--- config.mk ---
export PLATFORM = sky130hd
export DESIGN_NAME = fpadd_accum_driver
export DESIGN_NICKNAME = d
export VERILOG_FILES = /design/src/rtl/fpadd_accum_driver.sv
export SDC_FILE = /design/constraint.sdc
export NUM_CORES = 1
export LEC_CHECK = 0
export BUFFER_PORTS_ARGS = -buffer_cell sky130_fd_sc_hd__buf_2
export CAP_MARGIN = 20
export CORE_MARGIN = 4
export CORE_UTILIZATION = 52
export DETAILED_ROUTE_END_ITERATION = 6
export HOLD_SLACK_MARGIN = 0.08
export MAX_ROUTING_LAYER = met4
export PLACE_DENSITY = 0.93
export SLEW_MARGIN = 20
export SYNTH_ARGS = -nofsm -noshare
export SYNTH_HDL_FRONTEND = slang
export SYNTH_SLANG_ARGS = --single-unit
--- constraint.sdc ---
create_clock -name clk -period 2.33 [get_ports clk]
set_input_delay 0.233 -clock clk [delete_from_list [all_inputs] [get_ports clk]]
set_output_delay 0.233 -clock clk [all_outputs]
set_load 0.01 [all_outputs]
--- src/rtl/fpadd_accum_driver.sv ---
// fpadd_accum_driver: folds FP32 packets into a running sum through an external start/done adder.
// Optional FPADD_DRV_ZERO_BYPASS_EN: +/-0 elements after the first are counted but never sent to the adder.
module fpadd_accum_driver #(
  parameter int TIMEOUT_CYCLES = 64,
  parameter int CNT_W          = 8
) (
  input  logic             clk,
  input  logic             reset,
  input  logic             in_valid,
  output logic             in_ready,
  input  logic [31:0]      in_data,
  input  logic             in_last,
  output logic             out_valid,
  input  logic             out_ready,
  output logic [31:0]      out_sum,
  output logic [CNT_W-1:0] out_count,
  output logic             out_timeout,
  output logic             add_start,
  output logic [31:0]      add_a,
  output logic [31:0]      add_b,
  input  logic [31:0]      add_sum,
  input  logic             add_done,
  output logic             busy
);

  localparam int TW = $clog2(TIMEOUT_CYCLES);
  localparam logic [TW-1:0] T_LAST = TW'(TIMEOUT_CYCLES - 1);

  typedef enum logic [2:0] {
    S_IDLE, S_HOLD, S_ISSUE, S_SETTLE, S_WAIT, S_DRAIN, S_OUT
  } state_t;

  state_t           state;
  logic [31:0]      acc;
  logic [31:0]      opb;
  logic [CNT_W-1:0] count;
  logic [CNT_W-1:0] count_inc;
  logic             err;
  logic             last_q;
  logic [TW-1:0]    timer;
  logic             zero_skip;

  assign count_inc = (count == '1) ? count : count + CNT_W'(1);

`ifdef FPADD_DRV_ZERO_BYPASS_EN
  assign zero_skip = (in_data[30:0] == 31'd0);
`else
  assign zero_skip = 1'b0;
`endif

  always_ff @(posedge clk) begin
    if (reset) begin
      state  <= S_IDLE;
      acc    <= '0;
      opb    <= '0;
      count  <= '0;
      err    <= 1'b0;
      last_q <= 1'b0;
      timer  <= '0;
    end else begin
      case (state)
        S_IDLE: if (in_valid) begin
          acc   <= in_data;
          count <= CNT_W'(1);
          state <= in_last ? S_OUT : S_HOLD;
        end
        S_HOLD: if (in_valid) begin
          count <= count_inc;
          if (zero_skip) begin
            if (in_last) state <= S_OUT;
          end else begin
            opb    <= in_data;
            last_q <= in_last;
            state  <= S_ISSUE;
          end
        end
        S_ISSUE: state <= S_SETTLE;
        // A done level left over from the previous add is not trusted here.
        S_SETTLE: begin
          timer <= '0;
          state <= S_WAIT;
        end
        S_WAIT: begin
          if (add_done) begin
            acc   <= add_sum;
            state <= last_q ? S_OUT : S_HOLD;
          end else if (timer == T_LAST) begin
            err   <= 1'b1;
            state <= last_q ? S_OUT : S_DRAIN;
          end else begin
            timer <= timer + TW'(1);
          end
        end
        S_DRAIN: if (in_valid) begin
          count <= count_inc;
          if (in_last) state <= S_OUT;
        end
        S_OUT: if (out_ready) begin
          acc   <= '0;
          count <= '0;
          err   <= 1'b0;
          state <= S_IDLE;
        end
        default: state <= S_IDLE;
      endcase
    end
  end

  assign in_ready    = (state == S_IDLE) || (state == S_HOLD) || (state == S_DRAIN);
  assign out_valid   = (state == S_OUT);
  assign add_start   = (state == S_ISSUE);
  assign busy        = (state != S_IDLE);
  assign out_sum     = acc;
  assign out_count   = count;
  assign out_timeout = err;
  assign add_a       = acc;
  assign add_b       = opb;

endmodule
==> results.json <==
{
  "cts-root-to-sink-buffers": 2,
  "cts_post_setup_buffers_inserted": 0,
  "wl_met1_um": 5080,
  "cp_data_arrival_time_ns": 1.85,
  "chipHeight_um": 97.4,
  "gp_congestion": 0.965,
  "synth_seq_cells": 83,
  "first_drt_iteration_drcs": 231,
  "share_of_the_synthesized_area_in_the_top_cell_type": 0.400,
  "rsz0062_at_grt": "no",
  "first_global_vias": 4247,
  "worst-endpoint-required_ns": 2.10,
  "cts_inserted_buffers": 9,
  "detailroute.wirelength.met3_um": 1080,
  "antenna_violations_before_repair": 0,
  "area_growth_pct": 21.3,
  "final_period_minus_worst_setup_slack_ns": 2.09,
  "power.leakage_nw": 2.30,
  "detailed_placer_s_ending_hpwl_um": 9080,
  "maxUsedRoutingLayer": "met4",
  "clock_latency_ns": 0.35,
  "detail_route.wirelength_um": 12800,
  "root_buffer": "clkbuf_8",
  "clk_pin_slew_ns": 0.08,
  "combinationalPowerShare": 0.467,
  "grt_util_all_layers": 0.268,
  "slowest_cell_on_the_critical_path": "dfxtp_2",
  "totalPowerFinal_mw": 5.95,
  "antenna_cells": 0,
  "cp_cell_sequence": "nand2b_1 -> buf_4 -> nor2_1 -> buf_2",
  "placement_rows": 32,
  "reg2reg_depth": 5,
  "grt_first_pass_wirelength_um": 20700,
  "run_status": "complete, no violations",
  "startpoint_of_the_most_critical_register_to_register_path": "state[1]",
  "power_frac_seq": 0.356,
  "critPathKind": "reg -> out",
  "warnings_synthesis": 0,
  "r2r_setup_slack_ns": 0.36,
  "timing.clock.skew_ns": 0.00592,
  "synth_most_common_cell": "dfxtp_1",
  "tns_ns": 0,
  "worst_slew_margin_rel": 0.509,
  "fp.coreArea_mm2": 0.00773,
  "worst_r2r_endpoint": "add_a[0]",
  "period_share": 0.896,
  "via_count": 4468,
  "worstSetupEndpointType": "output pin",
  "synth.avg_cell_area_um2": 8.09,
  "hold_path_class": "in -> reg",
  "dpl-instance-area_mm2": 0.00482,
  "critical_path.startpoint_type": "flip-flop",
  "drtPass1Iterations": 5,
  "internal_power_mw": 3.41,
  "clkPwrFrac": 0.177,
  "netlist_area_mm2": 0.00415,
  "final_antenna_violating_net_count": 0,
  "grt.overflow.total": 0,
  "synth_top_cells_by_count": "dfxtp_1 (83), nand2_1 (81), a21oi_1 (72)",
  "crit_path_max_incr_delay_ns": 0.60,
  "postSynth.asyncResetShare": 0,
  "ioPinCount": 179,
  "via_per_inst": 6.00,
  "synth_top_cell_by_area": "dfxtp_1",
  "horiz_die_dim_um": 97.4,
  "tritoncts": "yes",
  "layout-drive-gt1-share": 0.342,
  "cp_capture_point": "out_valid",
  "timing.final.max_slew_violations": 0,
  "htree_levels": 3,
  "final_cell_area_mm2": 0.00504,
  "finalHoldViolations": 0,
  "setup_viol": 0,
  "post-route-drc-count": 0,
  "fillers": 686,
  "grt_start_max_net_pins": 47,
  "nNetsFinal": 710,
  "synth_nets": 585,
  "synth_sequential_area_ratio": 0.400,
  "die_area_mm2": 0.00948,
  "power.ir.vdd_worst_v": 0.000660,
  "slew_at_the_pin_closest_to_its_max_slew_limit_ns": 0.737,
  "io_buffers": 178,
  "synth_cells": 513,
  "critPathLaunch": "state[0]",
  "met2_wirelength_um": 6400,
  "maxCapViolations": 0,
  "ys_types": 55,
  "dominantRegCellSynth": "dfxtp_1",
  "worst-path-max-fanout": 21,
  "synth_edf_count": 0,
  "switching_share": 0.428,
  "post_drt_wl_per_cell_um": 17.2,
  "fmax_mhz": 479,
  "p_per_area_mw_per_mm2": 1180,
  "initial_utilization": 0.537,
  "ys_top_cells_by_area": "dfxtp_1 (40%), a21oi_1 (8.7%), nand2_1 (7.3%)",
  "total_switching_power_mw": 2.55,
  "tritoncts_num_sinks": 83
}
through the flow:
stage	utilization	instances	hold WS [ns]	setup slack [ns]
global placement	0.624	728	0.440	0.228
detailed placement	0.624	728	0.445	0.0657
floorplan	-	513	0.369	0.711
global route	0.652	745	0.118	0.145
CTS	0.650	744	0.111	0.0369
finish	0.652	745	0.127	0.243
registers in the layout, summed over array words and instances, names as in the netlist:
signal and flops:
timer 6, last_q 1, state 3, add_b 32
add_a 32, out_count 8, out_timeout 1
power by group through the flow:
stage	Combinational, mW	Clock (mW)	Sequential, mW
finish	2.78	1.06	2.12
global placement	2.65	0	2.11
floorplan	1.97	0	2.17
global route	3.04	1.14	2.17
CTS	2.74	1.08	2.11
detailed placement	2.73	0	2.13
routing by layer:
layer	track usage	vias up
li1	-	2083
met1	0.325	2094
met2	0.454	267
met3	0.0488	24
met4	0.0799	0
met5	-	-
worst min-delay path by stage:
| stage | start | endpoint | slack (ns) | cells after the start |
|---|---|---|---|---|
| 2_1_floorplan | in_last | last_q | 0.37 | 2 |
| 3_3_place_gp | add_b[1] | add_b[1] | 0.44 | 2 |
| 3_5_place_dp | add_b[13] | add_b[13] | 0.45 | 2 |
| 4_1_cts | in_data[8] | add_b[8] | 0.11 | 3 |
| 5_1_grt | in_data[23] | add_b[23] | 0.12 | 3 |
| 6_report | in_data[22] | add_b[22] | 0.13 | 3 |
cells in the final DEF, fill, tap and decap left out, types with 3 or more instances in the layout:
master	n
nor2_1	11
buf_4	12
nand2b_1	3
dfxtp_1	81
nand3_1	8
a41oi_1	3
inv_1	5
and3_1	37
a21oi_1	72
nor3_1	36
buf_2	178
a2111oi_0	33
nand2_1	81
a311oi_1	3
clkbuf_8	11
o21ai_0	7
o21a_1	3
cells by family (layout without fill, tap and decap cells):
family | Yosys count | in the layout | share of synthesized area
flops | 83 | 83 | 0.400
compound gates | 146 | 146 | 0.236
fa+ha+maj | 2 | 2 | 0.00602
simple gates | 194 | 194 | 0.231
xor+xnor | 1 | 1 | 0.00211
mux | 4 | 4 | 0.0111
buf+inv | 83 | 213 | 0.113
repair_timing:
action                                  CTS  global route
endpoints found under the hold margin     0             0
gates resized for setup                   0             1
endpoints found under the setup margin    0             1
hold buffers                              0             0
worst max-delay path: cells and delay by family (launching register included):
family                 cells  cell delay, ns
buffers and inverters      2            0.41
flip-flops                 1            0.60
AND/OR/NAND/NOR            2            0.50
layout make-up:
cell class,count,area (um^2),share of cell area
Multi-Input combinational cell,347,2030,0.402
Sequential cell,83,1660,0.330
Timing Repair Buffer,191,992,0.197
Clock buffer,12,155,0.0308
Tap cell,102,128,0.0253
Clock inverter,4,48.8,0.00969
Inverter,6,22.5,0.00447
(Power assumes the default switching activity.)
